File: config.mk
export PLATFORM = sky130hd
export DESIGN_NAME = relobi_r_voter_reg
export DESIGN_NICKNAME = d
export VERILOG_FILES = /design/src/rtl/relobi_r_voter_reg.sv
export SDC_FILE = /design/constraint.sdc
export NUM_CORES = 1
export LEC_CHECK = 0
export ABC_AREA = 1
export BUFFER_PORTS_ARGS = -buffer_cell sky130_fd_sc_hd__buf_2
export CORE_MARGIN = 2
export CORE_UTILIZATION = 49
export DETAILED_ROUTE_END_ITERATION = 7
export HOLD_SLACK_MARGIN = 0.15
export PLACE_DENSITY = 0.83
export SLEW_MARGIN = 20
export SYNTH_ARGS = -nofsm -noshare
export SYNTH_HDL_FRONTEND = slang
export SYNTH_SLANG_ARGS = --single-unit
File: constraint.sdc
create_clock -name clk_i -period 1.65 [get_ports clk_i]
set_input_delay 0.4125 -clock clk_i [delete_from_list [all_inputs] [get_ports clk_i]]
set_output_delay 0.4125 -clock clk_i [all_outputs]
set_load 0.05 [all_outputs]
File: src/rtl/relobi_r_voter_reg.sv
// Registered DMR/TMR majority voter for replicated relOBI R channels, with sticky fault status.
// Optional per-lane saturating mismatch counters are built when RELOBI_VOTER_MIS_CNT_EN is defined.

package obi_pkg;
  localparam int unsigned DefDataWidth     = 32;
  localparam int unsigned DefIdWidth       = 4;
  localparam int unsigned DefOptWidth      = 4;
  localparam int unsigned DefOtherEccWidth = 8;

  typedef struct packed {
    int unsigned DataWidth;
    int unsigned IdWidth;
    int unsigned OptWidth;
    int unsigned OtherEccWidth;
    bit          UseROptional;
  } obi_cfg_t;

  localparam obi_cfg_t ObiDefaultConfig = '{
    DataWidth:     DefDataWidth,
    IdWidth:       DefIdWidth,
    OptWidth:      DefOptWidth,
    OtherEccWidth: DefOtherEccWidth,
    UseROptional:  1'b0
  };

  typedef struct packed {
    logic [DefDataWidth-1:0]     rdata;
    logic [DefIdWidth-1:0]       rid;
    logic                        err;
    logic [DefOptWidth-1:0]      r_optional;
    logic [DefOtherEccWidth-1:0] other_ecc;
  } obi_r_chan_t;
endpackage

module relobi_r_voter_reg #(
  parameter obi_pkg::obi_cfg_t ObiCfg       = obi_pkg::ObiDefaultConfig,
  parameter type               obi_r_chan_t = obi_pkg::obi_r_chan_t,
  parameter int unsigned       NumLanes     = 3,
  parameter int unsigned       CntWidth     = 8
) (
  input  logic                               clk_i,
  input  logic                               rst_ni,
  input  obi_r_chan_t [NumLanes-1:0]         r_i,
  input  logic        [NumLanes-1:0]         rvalid_i,
  output logic                               rready_o,
  output obi_r_chan_t                        r_o,
  output logic                               rvalid_o,
  input  logic                               rready_i,
  input  logic                               clear_i,
  output logic        [NumLanes-1:0]         fault_o,
  output logic                               uncorr_o,
  output logic                               err_pulse_o,
  output logic        [NumLanes-1:0][CntWidth-1:0] mis_cnt_o
);

  obi_r_chan_t [NumLanes-1:0] lane;
  obi_r_chan_t                voted;
  logic                       v_valid;
  logic                       accept;
  logic        [NumLanes-1:0] eq;
  logic        [NumLanes-1:0] mis;
  logic                       uncorr;

  obi_r_chan_t                r_d, r_q;
  logic                       rvalid_d, rvalid_q;
  logic        [NumLanes-1:0] fault_d, fault_q;
  logic                       uncorr_d, uncorr_q;
  logic                       pulse_d, pulse_q;

  // Absent optional fields are zeroed before voting so they can neither leak nor raise faults.
  always_comb begin
    lane = r_i;
    if (!ObiCfg.UseROptional) begin
      for (int unsigned k = 0; k < NumLanes; k++) begin
        lane[k].r_optional = '0;
      end
    end
  end

  assign rready_o = !rvalid_q || rready_i;
  assign accept   = v_valid && rready_o;

  always_comb begin
    eq  = '0;
    mis = '0;
    for (int unsigned k = 0; k < NumLanes; k++) begin
      eq[k]  = (lane[k] == voted);
      mis[k] = (rvalid_i[k] != v_valid) || (accept && rvalid_i[k] && !eq[k]);
    end
  end

  if (NumLanes == 3) begin : g_tmr
    assign voted   = obi_r_chan_t'((lane[0] & lane[1]) | (lane[0] & lane[2]) | (lane[1] & lane[2]));
    assign v_valid = (rvalid_i[0] & rvalid_i[1]) | (rvalid_i[0] & rvalid_i[2]) |
                     (rvalid_i[1] & rvalid_i[2]);
    assign uncorr  = accept && !(|(rvalid_i & eq));
  end else if (NumLanes == 2) begin : g_dmr
    assign voted   = lane[0];
    assign v_valid = rvalid_i[0];
    assign uncorr  = |mis;
  end else begin : g_illegal
    $error("relobi_r_voter_reg: NumLanes must be 2 or 3");
    assign voted   = '0;
    assign v_valid = 1'b0;
    assign uncorr  = 1'b0;
  end

  always_comb begin
    r_d      = r_q;
    rvalid_d = rvalid_q;
    if (accept) begin
      r_d      = voted;
      rvalid_d = 1'b1;
    end else if (rready_i) begin
      rvalid_d = 1'b0;
    end
    // A new event in the clearing cycle still lands in the flags.
    fault_d  = (clear_i ? '0 : fault_q) | mis;
    uncorr_d = (clear_i ? 1'b0 : uncorr_q) | uncorr;
    pulse_d  = |mis;
  end

  always_ff @(posedge clk_i) begin
    if (!rst_ni) begin
      r_q      <= '0;
      rvalid_q <= 1'b0;
      fault_q  <= '0;
      uncorr_q <= 1'b0;
      pulse_q  <= 1'b0;
    end else begin
      r_q      <= r_d;
      rvalid_q <= rvalid_d;
      fault_q  <= fault_d;
      uncorr_q <= uncorr_d;
      pulse_q  <= pulse_d;
    end
  end

  assign r_o         = r_q;
  assign rvalid_o    = rvalid_q;
  assign fault_o     = fault_q;
  assign uncorr_o    = uncorr_q;
  assign err_pulse_o = pulse_q;

`ifdef RELOBI_VOTER_MIS_CNT_EN
  logic [NumLanes-1:0][CntWidth-1:0] cnt_d, cnt_q;
  logic [CntWidth-1:0]               cnt_base;

  always_comb begin
    cnt_d    = cnt_q;
    cnt_base = '0;
    for (int unsigned k = 0; k < NumLanes; k++) begin
      cnt_base = clear_i ? '0 : cnt_q[k];
      cnt_d[k] = (mis[k] && (cnt_base != '1)) ? cnt_base + 1'b1 : cnt_base;
    end
  end

  always_ff @(posedge clk_i) begin
    if (!rst_ni) begin
      cnt_q <= '0;
    end else begin
      cnt_q <= cnt_d;
    end
  end

  assign mis_cnt_o = cnt_q;
`else
  assign mis_cnt_o = '0;
`endif

endmodule

## Yosys cells after proc, flatten, opt, wreduce, memory -nomap -nowiden

Cells that the tools add are included.

| storage, ports and cells | value |
|---|---|
| bits in registers | 55 |
| bits in latches | 0 |
| memory bits (writable) | 0 |
| memory bits (read-only) | 0 |
| input bits | 154 |
| output and inout bits | 80 |
| logic and storage cells | 52 |
| memories | 0 |

| operators by class | value |
|---|---|
| $add $sub $neg | 0 |
| multiply operators | 0 |
| div/mod/pow operators | 0 |
| order comparisons | 0 |
| equality and inequality tests | 6 |
| shifts and indexed selects | 0 |
| mux-type cells | 4 |
| bitwise operators | 13 |
| reductions and logical operators | 20 |

Operator list:

| operator | number |
|---|---|
| AND 49 bit | 3 |
| equality test 49 bit | 3 |
| OR 49 bit | 2 |
| logical AND 1 bit | 8 |
| OR reduction 3 bit | 2 |
| zero test 1 bit | 5 |
| logical OR 1 bit | 4 |
| AND 1 bit | 3 |
| AND 3 bit | 1 |
| two-way mux 1 bit | 3 |
| two-way mux 3 bit | 1 |
| != test 1 bit | 3 |
| OR 1 bit | 3 |
| OR 3 bit | 1 |
| nonzero test 2 bit | 1 |

## Depth between registers and ports, before layout

| depth | value |
|---|---|
| depth after elaboration | 9 |
| depth in mapped cells | 13 |
| mapped depth without buffers | 13 |

## Least setup slack after synthesis

Ideal clock, no wire load.

| path | value |
|---|---|
| kind | flip-flop to flip-flop |
| start point | register rvalid_q, in the netlist rvalid_o |
| end point | register fault_q[1], in the netlist fault_o[1] |
| setup time | 0.115 ns |
| arrival time | 1.833 ns |
| data required time | 1.535 ns |
| slack | -0.299 ns |
| cell stages (with the launch flop) | 11 |
| path buffers | 1 |
| clock period less this slack | 1.949 ns |
| path through | dfxtp_1 nand2_1 nand2_2 inv_2 buf_6 nand2_1 clkinv_1 nand2_1 nand2_1 o21ai_0 inv_1 |

| on the way | value |
|---|---|
| cells in the longest elaborated chain, start to end | 7 |

RTL lines:

| item | RTL line | text |
|---|---|---|
| start, declared | 65 | `logic rvalid_d, rvalid_q;` |
| start signal, assigned | 132 | `rvalid_q <= rvalid_d;` |
| zero test 1 bit | 80 | `assign rready_o = !rvalid_q \|\| rready_i;` |
| logical OR 1 bit | 80 |  |
| via rready_o | 45 | `output logic rready_o,` |
| logical AND 1 bit | 81 | `assign accept = v_valid && rready_o;` |
| logical AND 1 bit (2 in series) | 88 | `mis[k] = (rvalid_i[k] != v_valid) \|\| (accept && rvalid_i[k] && !eq[k]);` |
| logical OR 1 bit | 88 |  |
| OR 3 bit | 118 | `fault_d = (clear_i ? '0 : fault_q) \| mis;` |
| end signal, assigned | 133 | `fault_q <= fault_d;` |
| end, declared | 66 | `logic [NumLanes-1:0] fault_d, fault_q;` |

The timed path passes the listed nets, and every way through them passes these cells.
A chain may end at the register's enable or synchronous reset.

## Final worst setup path

| path | value |
|---|---|
| start point | input port r_i[134] (netlist bit) |
| end point | register pulse_q, in the netlist err_pulse_o |

| on the way | value |
|---|---|
| cells in the longest elaborated chain, start to end | 8 |
| elaborated cells between the ends (all ways) | 17 |
| those cells by class | 3 x eq/ne; 4 x bitwise; 10 x reduce/logical |

RTL lines:

| item | RTL line | text |
|---|---|---|
| start, declared | 43 | `input obi_r_chan_t [NumLanes-1:0] r_i,` |
| AND 49 bit | 93 | `assign voted = obi_r_chan_t'((lane[0] & lane[1]) \| (lane[0] & lane[2]) \| (lane[1] & lane[2]));` |
| OR 49 bit (2 in series) | 93 |  |
| equality test 49 bit | 87 | `eq[k] = (lane[k] == voted);` |
| zero test 1 bit | 88 |  |
| logical AND 1 bit | 88 |  |
| logical OR 1 bit | 88 |  |
| OR reduction 3 bit * | 120 | `pulse_d = \|mis;` |
| end signal, assigned | 135 | `pulse_q <= pulse_d;` |
| end, declared | 68 | `logic pulse_d, pulse_q;` |

Mark *: on every way between the ends. The rest lies on a longest branch, timed or not.

==> metrics.txt <==
outcome=completed; number of diodes=0; worst reg2reg startpoint=rvalid_o; post-synthesis cell count=952; CTS Buf Count=5; port buffer count=193; Leak=3.73 nW; initial core utilization=between 50% and 60%; Hold Path Class=primary input to flop; clock tree buffer depth=2; pins over their slew limit=0; final wirelength=15000 um; Setup TNS Final=0 ps; cell mode on critical path=nand2_1; CP Launch Type=primary input; Max Cap Viol=0; Final Hold Fails=0; achievable frequency=approximately 0.69 GHz; Ports=between 200 and 250; Iteration-0 DRC Markers=about 450; TritonCTS clock tree=yes; worst stage delay on the critical path=around 130 ps; Clock H-tree levels=2; Int Power=2.24 mW; total track usage=25.5%; Final Wtd Congestion=0.865; final setup fails=0; layout cell share with drive strength beyond 1=20.9%; routed via count=6608; area of placed instances=roughly 6300 um2; Combinational Power Share=47.8%; total core area=10200 um2; Yosys top cell by area=dfxtp_1; post-DR vias/cell=5.08; Avg Inst Size Synth=5.39 um2; die height=106 um; Final min period=1440 ps; DR WL/cell=about 12 um; RSZ-0062 raised after global routing=no; crit path cell chain=buf_2, inv_1, nand3_1, nand2_1, nor2_2, nand2_1, nor2_1, nand2_1, nor2_2, nand2_1, nand2_1, nand2_1, nor2_1, a21oi_1; count of different cell masters after synthesis=21; # nets final=roughly 1.3k; most frequent cells in the layout=195 x nand2_1, 193 x buf_2, 192 x nand3_1; CP required=1860 ps; Post-CTS Setup Inserts=0; CP Buf/Inv Count=2; global-route wire length before repair=23800 um; origin of the worst setup path=r_i[134]; vias in the first global route=5544; total power=4.15 mW; dpl cells=1292; sequential fraction of the synthesis area=19.9%; DRC viols=0; area of the mapped netlist=5130 um2; CP Class=primary input to flop; CP max-delay cell=nor2_2; largest net degree at the start of global routing=50; critical path peak fanout=5; worst skew pair latency=approximately 310 ps; post-route cell area=6440 um2; initial antenna violation count=0; Syn-to-layout area delta=25.6%; total grt overflow=0; synth warn=0; leading cell type in the layout, fill and taps excluded=nand2_1; Clock transition at path regs=110 ps; worst clock skew=approximately 6 ps; FP Rows=37; Die ar.=11300 um2; fin crit share=87.5%; Clk pwr share=18.3%; sw power=approximately 1.9 mW; final non-filler cell total=about 1.3k; Flop pwr share=around 34%; Area contributors post-synth=dfxtp_1 20%, nand3_1 19%, o21ai_0 16%, nand2_1 14%, inv_1 11%; Synth top area share=19.9%; Synth Register Bits=51; switching share of power=46.1%; family with the most delay on the worst path=simple AND/OR/NAND/NOR gates; antenna-violating nets left=0; Power per Cell Area=645 nW/um2; die width=around 110 um; clock root buffer=clkbuf_8; critical path capture point type=flop; hpwl dp=between 10000 and 15000 um; hold path startpoint=rready_i; DRT Pass-1 Iters=5; CP arrival=about 1700 ps; Peak VDD IR=0.382 mV; # clock sinks=51
## metal layers
layer	wire length (um)	track usage, %	vias to the layer above
met5	0	0	-
met4	259	5.83	0
met3	1050	5.03	23
met2	6910	43.6	211
met1	6770	33.0	2846
li1	-	-	3528
## timing repair
action / CTS / global route
resized for setup: 0 / 12
hold buffers: 0 / 0
endpoints found under the setup margin: 0 / 4
## power by group through the flow
stage / Sequential (mW) / Combinational [mW] / Clock, mW
2_1_floorplan: 1.88 / 0.916 / 0
3_3_place_gp: 1.43 / 1.94 / 0
3_5_place_dp: 1.44 / 1.96 / 0
4_1_cts: 1.41 / 1.97 / 0.783
5_1_grt: 1.43 / 2.19 / 0.832
6_report: 1.41 / 1.99 / 0.758
## sequential cells by signal, summed over array words and instances, names as in the netlist
signal       cells
err_pulse_o      1
fault_o          3
r_o             45
rvalid_o         1
uncorr_o         1
## layout make-up
| class | count | area [um2] |
|---|---|---|
| Tap cell | 136 | 170 |
| Multi-Input combinational cell | 735 | 3380 |
| Inverter | 150 | 563 |
| Timing Repair Buffer | 220 | 1220 |
| Fill cell | 1034 | 3790 |
| Sequential cell | 51 | 1020 |
| Clock inverter | 2 | 12.5 |
| Clock buffer | 6 | 72.6 |
## logic make-up after synthesis
family | after synthesis | share of synthesized area [%]
xor+xnor | 2 | 0.342
simple gates | 473 | 39.8
other cells | 1 | 0.0731
flops | 51 | 19.9
buf+inv | 193 | 16.7
compound gates | 232 | 23.2
## final timing paths
kind                                     to  slack (ps)  cells past startpoint
worst min-delay path               rvalid_o         400                      4
worst min register to register     uncorr_o         480                      2
worst max-delay path            err_pulse_o         210                     14
worst max register to register      r_o[21]         420                      6
## per-stage QoR
step | worst slack, ps | util [%] | hold slack [ps]
5_1_grt | 6.70 | 63.0 | 409
3_5_place_dp | -155 | 61.9 | 466
2_1_floorplan | 98.3 | - | 565
3_3_place_gp | -143 | 61.9 | 463
6_report | 205 | 63.0 | 399
4_1_cts | 178 | 62.7 | 392
## synthesized netlist by cell type
cell type,count
conb_1,1
clkinv_1,1
a21oi_2,1
dfxtp_1,51
nand4_1,9
a21oi_1,41
xor2_1,2
o21ai_0,165
buf_6,2
buf_4,30
o21ai_1,8
nand2_2,1
nand3_1,192
a31oi_1,16
clkbuf_1,7
buf_2,4
inv_2,3
nor2_1,74
nand2_1,197
o21ai_2,1
inv_1,146
## worst min-delay path: cells and delay by family
kind	cells	cell delay (ps)
buffers and inverters	2	100
and+or+nand+nor	1	90
AOI/OAI and AO/OA	1	70
Note: power is estimated with default switching activity, not from simulation.
